`config.mk`:
```
export PLATFORM = sky130hd
export DESIGN_NAME = mem_loader
export DESIGN_NICKNAME = d
export VERILOG_FILES = /design/src/rtl/mem_loader.sv
export SDC_FILE = /design/constraint.sdc
export NUM_CORES = 1
export LEC_CHECK = 0
export ABC_AREA = 1
export BUFFER_PORTS_ARGS = -buffer_cell sky130_fd_sc_hd__buf_2
export CORE_AREA = 2 2 190 192
export DETAILED_ROUTE_END_ITERATION = 6
export DIE_AREA = 0 0 192 194
export SETUP_SLACK_MARGIN = 0.1
export SYNTH_ARGS = -nofsm -noshare
export SYNTH_HDL_FRONTEND = slang
export SYNTH_SLANG_ARGS = --single-unit
```
`constraint.sdc`:
```
create_clock -name clk -period 2.1 [get_ports clk]
set_input_delay 0.105 -clock clk [delete_from_list [all_inputs] [get_ports clk]]
set_output_delay 0.105 -clock clk [all_outputs]
set_load 0.01 [all_outputs]
```
`src/rtl/mem_loader.sv`:
```
// mem_loader
//   Host-side initiator for the cpu external memory ports. Streams an
//   instruction image and a data image in over a valid/ready stream, lets the
//   cpu run for a programmed number of cycles, then streams the data memory
//   back out over a valid/ready stream.
//
// Ports
//   clk, arst_n                 clock, asynchronous active-low reset
//   start                       one-cycle request, only honoured while idle
//   imem_words, dmem_words,
//   run_cycles                  job parameters, sampled with start
//   in_valid/in_ready/in_data   load stream (bits [31:0] only for imem words)
//   out_valid/out_ready/out_data dump stream
//   busy, done                  job in progress / one-cycle completion pulse
//   cpu_enable                  cpu run enable
//   *_ext                       instruction memory port (write only)
//   *_ext_2, rdata_ext_2        data memory port (write during load, read during dump)
//
// State table
//   state    | meaning
//   IDLE     | waiting for start
//   LOAD_I   | accepting instruction words, one imem write per handshake
//   LOAD_D   | accepting data words, one dmem write per handshake
//   GAP      | single cycle that lets the last write pulse retire
//   RUN      | cpu_enable high while the run counter counts down
//   DUMP_RD  | dmem read request for word k
//   DUMP_CAP | read data returns and is captured into out_data
//   DUMP_OUT | out_valid high until out_ready
//   FIN      | done pulse, busy low, back to IDLE
module mem_loader #(
    parameter int IMEM_WORDS_W = 9,
    parameter int DMEM_WORDS_W = 10,
    parameter int CNT_W        = 32
) (
    input  logic                    clk,
    input  logic                    arst_n,
    input  logic                    start,
    input  logic [IMEM_WORDS_W-1:0] imem_words,
    input  logic [DMEM_WORDS_W-1:0] dmem_words,
    input  logic [CNT_W-1:0]        run_cycles,
    input  logic                    in_valid,
    output logic                    in_ready,
    input  logic [63:0]             in_data,
    output logic                    out_valid,
    input  logic                    out_ready,
    output logic [63:0]             out_data,
    output logic                    busy,
    output logic                    done,
    output logic                    cpu_enable,
    output logic [63:0]             addr_ext,
    output logic                    wen_ext,
    output logic                    ren_ext,
    output logic [31:0]             wdata_ext,
    output logic [63:0]             addr_ext_2,
    output logic                    wen_ext_2,
    output logic                    ren_ext_2,
    output logic [63:0]             wdata_ext_2,
    input  logic [63:0]             rdata_ext_2
);

    localparam int IDX_W = (IMEM_WORDS_W > DMEM_WORDS_W) ? IMEM_WORDS_W : DMEM_WORDS_W;

    typedef enum logic [3:0] {
        IDLE,
        LOAD_I,
        LOAD_D,
        GAP,
        RUN,
        DUMP_RD,
        DUMP_CAP,
        DUMP_OUT,
        FIN
    } state_t;

    state_t                  state_q, state_d;
    logic [IDX_W-1:0]        idx_q, idx_d;
    logic [CNT_W-1:0]        run_q, run_d;
    logic [IMEM_WORDS_W-1:0] imem_words_q;
    logic [DMEM_WORDS_W-1:0] dmem_words_q;
    logic [IDX_W-1:0]        imem_last;
    logic [IDX_W-1:0]        dmem_last;
    logic                    load_i_hs;
    logic                    load_d_hs;

    assign imem_last = IDX_W'(imem_words_q) - IDX_W'(1);
    assign dmem_last = IDX_W'(dmem_words_q) - IDX_W'(1);
    assign load_i_hs = (state_q == LOAD_I) && in_valid;
    assign load_d_hs = (state_q == LOAD_D) && in_valid;

    // The instruction port is never read.
    assign ren_ext = 1'b0;

    always_ff @(posedge clk or negedge arst_n) begin
        if (!arst_n) begin
            state_q <= IDLE;
            idx_q   <= '0;
            run_q   <= '0;
        end else begin
            state_q <= state_d;
            idx_q   <= idx_d;
            run_q   <= run_d;
        end
    end

    always_comb begin
        state_d    = state_q;
        idx_d      = idx_q;
        run_d      = run_q;
        in_ready   = 1'b0;
        cpu_enable = 1'b0;
        ren_ext_2  = 1'b0;
        out_valid  = 1'b0;
        busy       = 1'b1;
        done       = 1'b0;

        case (state_q)
            IDLE: begin
                busy = 1'b0;
                if (start) begin
                    idx_d = '0;
                    run_d = run_cycles;
                    if (imem_words != '0) begin
                        state_d = LOAD_I;
                    end else if (dmem_words != '0) begin
                        state_d = LOAD_D;
                    end else begin
                        state_d = GAP;
                    end
                end
            end
            LOAD_I: begin
                in_ready = 1'b1;
                if (in_valid) begin
                    if (idx_q == imem_last) begin
                        idx_d   = '0;
                        state_d = (dmem_words_q != '0) ? LOAD_D : GAP;
                    end else begin
                        idx_d = idx_q + IDX_W'(1);
                    end
                end
            end
            LOAD_D: begin
                in_ready = 1'b1;
                if (in_valid) begin
                    if (idx_q == dmem_last) begin
                        idx_d   = '0;
                        state_d = GAP;
                    end else begin
                        idx_d = idx_q + IDX_W'(1);
                    end
                end
            end
            GAP: begin
                idx_d = '0;
                if (run_q != '0) begin
                    state_d = RUN;
                end else if (dmem_words_q != '0) begin
                    state_d = DUMP_RD;
                end else begin
                    state_d = FIN;
                end
            end
            RUN: begin
                cpu_enable = 1'b1;
                run_d      = run_q - CNT_W'(1);
                // Terminal count: this is the last enabled cycle.
                if (run_q == CNT_W'(1)) begin
                    idx_d   = '0;
                    state_d = (dmem_words_q != '0) ? DUMP_RD : FIN;
                end
            end
            DUMP_RD: begin
                ren_ext_2 = 1'b1;
                state_d   = DUMP_CAP;
            end
            DUMP_CAP: begin
                state_d = DUMP_OUT;
            end
            DUMP_OUT: begin
                out_valid = 1'b1;
                if (out_ready) begin
                    if (idx_q == dmem_last) begin
                        state_d = FIN;
                    end else begin
                        idx_d   = idx_q + IDX_W'(1);
                        state_d = DUMP_RD;
                    end
                end
            end
            FIN: begin
                busy    = 1'b0;
                done    = 1'b1;
                state_d = IDLE;
            end
            default: begin
                state_d = IDLE;
            end
        endcase
    end

    // Registered memory-port datapath. Write pulses land one cycle after the
    // handshake; the dump read address is set up as DUMP_RD is entered so it
    // is valid in the same cycle as ren_ext_2.
    always_ff @(posedge clk or negedge arst_n) begin
        if (!arst_n) begin
            imem_words_q <= '0;
            dmem_words_q <= '0;
            wen_ext      <= 1'b0;
            addr_ext     <= '0;
            wdata_ext    <= '0;
            wen_ext_2    <= 1'b0;
            addr_ext_2   <= '0;
            wdata_ext_2  <= '0;
            out_data     <= '0;
        end else begin
            wen_ext   <= load_i_hs;
            wen_ext_2 <= load_d_hs;

            if ((state_q == IDLE) && start) begin
                imem_words_q <= imem_words;
                dmem_words_q <= dmem_words;
            end

            if (load_i_hs) begin
                addr_ext  <= 64'({idx_q, 2'b00});
                wdata_ext <= in_data[31:0];
            end

            if (load_d_hs) begin
                addr_ext_2  <= 64'({idx_q, 3'b000});
                wdata_ext_2 <= in_data;
            end else if (state_d == DUMP_RD) begin
                addr_ext_2 <= 64'({idx_d, 3'b000});
            end

            if (state_q == DUMP_CAP) begin
                out_data <= rdata_ext_2;
            end
        end
    end

endmodule

```
== After elaboration in Yosys (flattened, before gate mapping) ==
Index checks and enable logic that the tools add are counted.
Widths: inputs -> output; s select.

* Muxes and demuxes: 33
* Reduce and logical (&&, ||, !) cells: 13
* Add/sub/neg operators: 4
* Equal/unequal tests: 13

{| class="wikitable"
|+ Operators by type and width
! operator !! count
|-
| $mux 64 || 2
|-
| $mux 10 || 8
|-
| $pmux 32 s2 || 1
|-
| $pmux 10 s6 || 1
|-
| $mux 4 || 10
|-
| $eq 32x1->1 const B || 1
|-
| $mux 32 || 1
|-
| $pmux 4 s8 || 1
|-
| $reduce_bool 32->1 || 1
|-
| $sub 32x1->32 const B || 1
|-
| $eq 10x10->1 || 2
|-
| $eq 4x3->1 const B || 5
|-
| $reduce_bool 10->1 || 2
|-
| $add 10x1->10 const B || 1
|-
| $sub 10x1->10 const B || 1
|-
| $sub 9x1->10 const B || 1
|-
| $reduce_bool 9->1 || 1
|-
| $eq 4x2->1 const B || 2
|-
| $mux 1 || 8
|-
| $eq 4x1->1 const B || 1
|-
| $eq 4x4->1 const B || 1
|-
| $logic_not 4->1 || 1
|-
| $reduce_bool 2->1 || 2
|-
| $reduce_or 2->1 || 2
|-
| other kinds (4) || 6
|}

* Output and inout port bits: 297
* Register bits: 301
* Input bits: 184
* Logic and storage cells: 75

== Depth between registers and ports, before layout ==
Gate-level depths: netlist (run 1).

* Depth in word-level cells: 8
* Depth in mapped cells: 18
* Depth with buffers taken out: 18

== Worst setup path before layout (run 1) ==
No wires, ideal clock.

* Path type: reg-to-reg
* From: reg dmem_words_q[0]
* To: reg addr_ext_2[3]
* Required time: 1976 ps
* Cell stages (with the launch flop): 17
* Slack: -142 ps
* Path buffers: 0
* Period minus slack after synthesis: 2242 ps
* Library setup time: 124 ps
* Data arrival time: 2118 ps
* Cell sequence: dfrtp_1 -> inv_1 -> ha_1 -> nand2_4 -> nor2_2 -> nand2_1 -> nand2_1 -> nand3_1 -> nor2_4 -> nand3_4 -> ha_1 -> o21ai_0 -> o221ai_1 -> a21oi_1 -> a21oi_1 -> nand2_1 -> nand3_1

* Cells in the longest elaborated chain, start to end: 7
* Elaborated cells on any way between the ends: 23
* Those cells by class: 1 x add/sub; 2 x eq/ne; 18 x mux; 2 x reduce/logical

{| class="wikitable"
|+ Ends and longest elaborated chain
! element !! line !! source
|-
| start: declaration || 79 || <nowiki>logic [DMEM_WORDS_W-1:0] dmem_words_q;</nowiki>
|-
| start signal: assignment || 221 || <nowiki>dmem_words_q <= dmem_words;</nowiki>
|-
| $sub 10x1->10 * || 86 || <nowiki>assign dmem_last = IDX_W'(dmem_words_q) - IDX_W'(1);</nowiki>
|-
| $eq 10x10->1 * || 145, 182 ||
|-
| $mux 10, on equally long branches || 182, 145 ||
|-
| $mux 10, on equally long branches || 181, 144 ||
|-
| $pmux 10 s6 * || 116 || <nowiki>case (state_q)</nowiki>
|-
| net idx_d[0] || 76 || <nowiki>logic [IDX_W-1:0] idx_q, idx_d;</nowiki>
|-
| $mux 64 * || 232 || <nowiki>end else if (state_d == DUMP_RD) begin</nowiki>
|-
| $mux 64 * || 229 || <nowiki>if (load_d_hs) begin</nowiki>
|-
| end signal: assignment || 230 || <nowiki>addr_ext_2 <= 64'({idx_q, 3'b000});</nowiki>
|-
| end signal: assignment || 233 || <nowiki>addr_ext_2 <= 64'({idx_d, 3'b000});</nowiki>
|-
| end: declaration || 54 || <nowiki>output logic [63:0] addr_ext_2,</nowiki>
|}

Mark *: on every way through the listed nets, which the timed path passes. The rest lies on a longest branch. The select of a mux whose other input is x is not followed.
A chain may end at the register's enable or synchronous reset.

== Worst setup path after layout (run 1) ==
* From: reg dmem_words_q[5]
* To: reg addr_ext_2[4]

* Cells in the longest elaborated chain, start to end: 7
* Elaborated cells on any way between the ends: 23
* Those cells by class: 1 x add/sub; 2 x eq/ne; 18 x mux; 2 x reduce/logical

{| class="wikitable"
|+ Ends and longest elaborated chain
! element !! line !! source
|-
| $sub 10x1->10 / $reduce_bool 10->1 (equally long branches) || -- ||
|-
| $eq 10x10->1 / $mux 1 (equally long branches) || 145, 182, 136 ||
|-
| $mux 4 (tied with other cells) || 182 || <nowiki>if (idx_q == dmem_last) begin</nowiki>
|-
| $mux 4 (tied with other cells) || 181 || <nowiki>if (out_ready) begin</nowiki>
|-
| $pmux 4 s8 / $pmux 10 s6 (equally long branches) || 116 ||
|-
| $eq 4x3->1 / $mux 64 (equally long branches) || 232 ||
|-
| $reduce_bool 2->1 (no source line) / $mux 64 (equally long branches) || -- ||
|}

Parallel ways exist; a longest one is shown, timed or not. The select of a mux whose other input is x is not followed.

==> impl_metrics.toml, run 1 <==
[routing]
vias = 12300
viasPerCell = 4.53
wl_per_cell_um = 14.5
initialDrtViolationCount = 726
drtAntennaViolNets = 0
drtPass1Iterations = 5
wirelength_mm = 39.4
drcViolationCount = 0

[global_routing]
grt_pass1_wl_mm = 63.2
grt_usage = 0.207
grt_max_degree = 107
antenna_found_initial = 1
grt_pass1_vias = 12500
gr-total-overflow = 0

[yosys]
ys_ff_latch = 247
synthCells = 1564
syn-cell-area_mm2 = 0.0123
ys_seq_area_frac = 0.502
yosys_warnings = 0
ys_async_sr_fraction = 1.00
synth_edf_count = 0
postSynthAreaPerCell_um2 = 7.87
synth_top_flop_cell = "dfrtp_1"
ys_types = 42

[clock_network]
cts.sink_count = 247
numCtsBuffers = 28
clk_path_buf_depth = 3
worst_skew_pair.late_latency_ns = 0.55
cts-root-buf = "clkbuf_16"
clk_pin_slew_ns = 0.06
cts_tree = "yes"
h-tree-depth = 1

[floorplanning]
die_w_um = 192
ios = 481
rows = 69
die_y_um = 194
die_area_mm2 = 0.0372
start_util = 0.349
core-area_mm2 = 0.0352

[power]
p_switching_w = 0.0100
vdd_drop_max_v = 0.000774
p_clk_frac = 0.210
power.internal_w = 0.0149
cellPowerDensity_mw_per_mm2 = 1340
p_leak_nw = 9.87
seqPwrFrac = 0.330
switching_share = 0.402
p_comb_frac = 0.460

[timing]
rsz0062_at_grt = "true"
report.final.setup_viol = 11
layout_setup_ws_ns = -0.0488
hold_viol = 0
slew_headroom = 0.536
period_minus_slack_ns = 2.15
fin_crit_sh = 1.02
report.final.slew_viol_count = 0
whs_ns = 0.0974
worst_slew_pin_slew_ns = 0.696
skew_ns = 0.0229
fmax_ghz = 0.465

[layout]
flow.area_growth_from_synthesis_pct = 51.0
register_area_mm2 = 0.00619
fin_nets = 2419
fillers = 3263
instances_no_fill = 2712
multiInputGateArea_mm2 = 0.00548
fin_area_mm2 = 0.0186
layout-drive-gt1-share = 0.312

[worst_setup_path]
cp_num_buf_inv = 2
cp_max_fo = 5
path_class = "flop to flop"
cp-end-kind = "flop"
start_kind = "flop"
cp.required_ns = 2.52
arrival_ns = 2.57
max_stage_delay_ns = 0.38
crit_chain = "buf_4 -> nor2_1 -> nand2_1 -> nor2_1 -> nand2_1 -> nand3_2 -> nor2_4 -> nand3_4 -> nand2_2 -> nand2_2 -> nor2_2 -> nor2_2 -> nand2_4 -> buf_6 -> nand3_1 -> nand3_1"
crit_slowest_cell = "dfrtp_1"
crit_family = "simple AND/OR/NAND/NOR gates"

[placement]
dp.cells = 2446
post-place-ws_ns = -0.153
gp_congestion = 0.888
portBuffers = 371
hpwl_mm = 26.9
place_area_mm2 = 0.0150

[flow_run]
max_cap_violations = 0

[worst_hold_path]
min_path_type = "input port to async pin"

[status]
violations = "negative setup slack"
status = "complete, but fails checks"
-- cells in the final DEF (no fill, tap or decap), types with 5 or more instances in the layout --
cell type and n:
nand2_1 558, buf_2 370, dfrtp_1 243, dlygate4sd3_1 182, buf_4 120, conb_1 109
o21ai_0 101, inv_1 99, nor2_1 83, nand3_1 64, nand2_2 37, clkbuf_16 29
nor2_2 26, xor2_1 22, a21oi_1 21, inv_2 20, nor2_4 16, nand3_2 13
buf_6 12, nand4_1 11, o211ai_1 11, o21ai_1 8, o22ai_1 8, buf_12 8
nand2_4 5, bufinv_16 5, clkinv_2 5, clkbuf_1 5
-- kinds of logic after synthesis --
logic type      count (synthesis)  synth area share
simple gates                  831             0.277
other cells                     1          0.000305
flops                         247             0.502
compound gates                165            0.0737
buf+inv                       289             0.123
xor+xnor                       25            0.0178
fa+ha+maj                       6           0.00610
-- per-layer routing --
layer | wire [µm] | track usage | part of all wire | vias to the layer above
met2 | 19200 | 0.361 | 0.49 | 440
met5 | 0 | 0 | 0 | -
met4 | 1210 | 0.0732 | 0.031 | 0
li1 | - | - | - | 6021
met3 | 2630 | 0.0389 | 0.067 | 77
met1 | 16300 | 0.255 | 0.41 | 5737
-- through the flow --
stage	power (W)	utilization	TNS, ns
5_1_grt	0.0269	0.527	-3.61
3_5_place_dp	0.0183	0.427	-1.41
2_1_floorplan	0.0139	-	0
6_report	0.0249	0.527	-0.345
3_3_place_gp	0.0181	0.427	-0.516
4_1_cts	0.0243	0.515	-0.0391
-- area by class of cell --
type / instances / area share
flip-flops and latches: 247 / 0.333
multi-input cells: 1137 / 0.295
repair buffers: 693 / 0.263
clock buffers: 37 / 0.0423
well taps: 461 / 0.0310
inverters: 122 / 0.0249
clock inverters: 14 / 0.0110
diodes: 1 / 0.000135
-- flip-flops by register name, summed over array words and instances (netlist names), 4 cells and up --
register      flops
addr_ext_2       10
addr_ext         10
out_data         64
imem_words_q      9
dmem_words_q     10
wdata_ext_2      64
state_q           4
idx_q            10
run_q            32
wdata_ext        32
-- path summary, 6_finish.rpt --
check | startpoint | to | slack [ns] | cells after the start
worst max-delay path | dmem_words_q[5] | addr_ext_2[4] | -0.05 | 16
worst min-delay path | arst_n | wdata_ext_2[27] | 0.1 | 2
worst max register to register | dmem_words_q[5] | addr_ext_2[4] | -0.05 | 16
worst min register to register | wdata_ext_2[39] | wdata_ext_2[39] | 0.46 | 2
max in group asynchronous | arst_n | wdata_ext[17] | 1.25 | 3
min in group clk | rdata_ext_2[29] | out_data[29] | 0.30 | 4
-- Yosys cell counts, types with 10 or more instances --
cell	number	area share
buf_4	111	0.068
inv_1	111	0.034
clkbuf_1	39	0.012
buf_1	10	0.0031
nor2_2	12	0.0061
dfrtp_1	247	0.50
nor2_1	110	0.034
xor2_1	22	0.016
o21ai_0	106	0.043
nand4_1	11	0.0056
nand3_1	75	0.031
o211ai_1	11	0.0067
nand2_1	593	0.18
a21oi_1	23	0.0094
-- power groups by stage --
stage | combinational [W] | sequential, W | clock (W)
6_report | 0.0115 | 0.00820 | 0.00524
5_1_grt | 0.0128 | 0.00847 | 0.00558
4_1_cts | 0.0108 | 0.00815 | 0.00536
3_5_place_dp | 0.0102 | 0.00816 | 0
3_3_place_gp | 0.0100 | 0.00812 | 0
2_1_floorplan | 0.00514 | 0.00880 | 0
-- repair_timing --
action / CTS / global route
gates cloned: 1 / 0
gates resized for setup: 41 / 100
pin swaps: 21 / 41
setup endpoints to repair: 30 / 72
buffers inserted: 16 / 15
hold buffers: 182 / 0
hold endpoints to repair: 436 / 0
No activity file was read; power rests on OpenSTA's default activity.
==> inputs of run 2 (changes only) <==
--- a/config.mk
+++ b/config.mk
@@ -7,9 +7,12 @@
 export LEC_CHECK = 0
 export ABC_AREA = 1
 export BUFFER_PORTS_ARGS = -buffer_cell sky130_fd_sc_hd__buf_2
-export CORE_AREA = 2 2 190 192
+export CELL_PAD_IN_SITES_DETAIL_PLACEMENT = 0
+export CELL_PAD_IN_SITES_GLOBAL_PLACEMENT = 1
+export CORE_AREA = 2 2 189 191
 export DETAILED_ROUTE_END_ITERATION = 6
-export DIE_AREA = 0 0 192 194
+export DIE_AREA = 0 0 191 193
+export PLACE_DENSITY_LB_ADDON = 0.1
 export SETUP_SLACK_MARGIN = 0.1
 export SYNTH_ARGS = -nofsm -noshare
 export SYNTH_HDL_FRONTEND = slang
==> constraint.sdc (replaced) <==
create_clock -name clk -period 2.6 [get_ports clk]
set_input_delay 0.13 -clock clk [delete_from_list [all_inputs] [get_ports clk]]
set_output_delay 0.13 -clock clk [all_outputs]
set_load 0.01 [all_outputs]
==> run 2 against run 1 <==
Against the previous run:
- the run now ends clean
- largest power group unchanged
- non-clock buffer count decreased by 103
- largest cell class unchanged
- via count decreased by 5.2%
- first-iteration DRC count decreased by 20%
- register-to-register slack improved by 0.33 ns
- critical endpoint is now addr_ext_2[3]
==> impl_metrics.toml, run 2 (synthesis results as in run 1) <==
[clock_network]
clk_path_buf_depth = 3
worst_skew_pair.late_latency_ns = 0.55
cts.sink_count = 247
numCtsBuffers = 29
h-tree-depth = 1
clk_pin_slew_ns = 0.06
cts-root-buf = "clkbuf_16"
cts_tree = "yes"

[worst_setup_path]
start_kind = "flop"
arrival_ns = 2.75
path_class = "flop to flop"
cp.required_ns = 3.03
cp_max_fo = 4
cp-end-kind = "flop"

[placement]
gp_congestion = 0.851
post-place-ws_ns = 0.142
hpwl_mm = 29.5
portBuffers = 371

[worst_hold_path]
min_path_type = "input port to async pin"

[timing]
slew_headroom = 0.512
finalSetupTns_ns = 0
report.final.slew_viol_count = 0
skew_ns = 0.0107
hold_viol = 0
period_minus_slack_ns = 2.32
fin_crit_sh = 0.891
fmax_ghz = 0.431
report.final.setup_viol = 0
worst_slew_pin_slew_ns = 0.732
layout_setup_ws_ns = 0.282
rsz0062_at_grt = "true"

[layout]
largestRegisters = "out_data x64, wdata_ext_2 x64"
layout-drive-gt1-share = 0.239
flow.area_growth_from_synthesis_pct = 40.5
fin_nets = 2316
final_cell_mix = "591 x nand2_1, 370 x buf_2, 247 x dfrtp_1, 182 x dlygate4sd3_1, 109 x conb_1"
final_common_cell = "nand2_1"
fillers = 3496

[power]
seqPwrFrac = 0.357
vdd_drop_max_v = 0.000512
p_total_w = 0.0185
p_clk_frac = 0.216
p_leak_nw = 9.25
p_comb_frac = 0.426
cellPowerDensity_mw_per_mm2 = 1070
power.internal_w = 0.0109
switching_share = 0.413
p_switching_w = 0.00764

[routing]
wl_per_cell_um = 15.5
wirelength_mm = 40.4
initialDrtViolationCount = 582
vias = 11600
viasPerCell = 4.46
drcViolationCount = 0
drtPass1Iterations = 5
drtAntennaViolNets = 0

[global_routing]
grt_pass1_wl_mm = 62.2
grt_max_degree = 85
grt_pass1_vias = 11500
antenna_found_initial = 2
gr-total-overflow = 0
grt_usage = 0.213

[status]
status = "finished, final reports clean"

[floorplanning]
start_util = 0.352
core-area_mm2 = 0.0350
die_y_um = 193
die_w_um = 191
rows = 69
die_area_mm2 = 0.0369
ios = 481

[flow_run]
max_cap_violations = 0
==> run 2: what timing repair did <==
action / 4_1_cts / 5_1_grt
resized for setup: 0 / 22
setup endpoints to repair: 0 / 16
buffers inserted: 0 / 3
endpoints found under the hold margin: 443 / 0
hold buffers: 182 / 0
==> run 2: layer usage <==
layer / share of wire / up-vias / track usage
met5: 0 / - / 0
li1: - / 5820 / -
met2: 0.48 / 398 / 0.367
met3: 0.069 / 58 / 0.0414
met1: 0.42 / 5366 / 0.272
met4: 0.027 / 0 / 0.0578
==> run 2: final timing paths <==
path                                    to  cells after the start  slack, ns             from
max                          addr_ext_2[3]                     17       0.28  dmem_words_q[0]
min                        imem_words_q[6]                      2       0.11           arst_n
max reg2reg                  addr_ext_2[3]                     17       0.28  dmem_words_q[0]
min reg2reg                   out_data[54]                      2       0.46     out_data[54]
max in group asynchronous    wdata_ext[13]                      4       1.65           arst_n
min in group clk           dmem_words_q[9]                      4       0.15            start
==> run 2: power by group through the flow <==
stage	Sequential [W]	Combinational, W	Clock, W
6_report	0.00661	0.00789	0.00401
5_1_grt	0.00684	0.00893	0.00428
4_1_cts	0.00661	0.00789	0.00412
3_5_place_dp	0.00663	0.00766	0
3_3_place_gp	0.00662	0.00759	0
2_1_floorplan	0.00710	0.00411	0
==> run 2: through the flow <==
stage	util	area (µm²)	std cells	hold WS, ns
after floorplan	-	12700	1672	-0.166
after global placement	0.413	14400	2371	0.0981
after detailed placement	0.413	14400	2371	0.0931
after CTS	0.492	17200	2605	0.111
after global routing	0.495	17300	2610	0.137
final	0.495	17300	2610	0.114
==> run 2: critical path, stage by stage (launching register included) <==
cell	delay (ns)
dfrtp_1	0.41
inv_2	0.07
ha_2	0.27
inv_1	0.05
nand2_1	0.04
nand2_1	0.06
nand3_1	0.06
nor2_1	0.10
nand2_1	0.07
nor2_2	0.17
nand3_4	0.12
ha_4	0.18
o21ai_2	0.11
o221ai_2	0.10
a21oi_1	0.18
a21oi_2	0.08
nand2_1	0.07
nand3_1	0.06
==> run 2: area by class of cell <==
type,instances,area (µm²),share of cell area
inverter,122,460,0.0266
sequential,247,6180,0.357
clock inverter,8,77.6,0.00449
tap,461,577,0.0334
antenna,2,5.00,0.000289
timing repair buffer,590,4030,0.233
multi-input combinational,1136,5100,0.295
clock buffer,44,862,0.0498
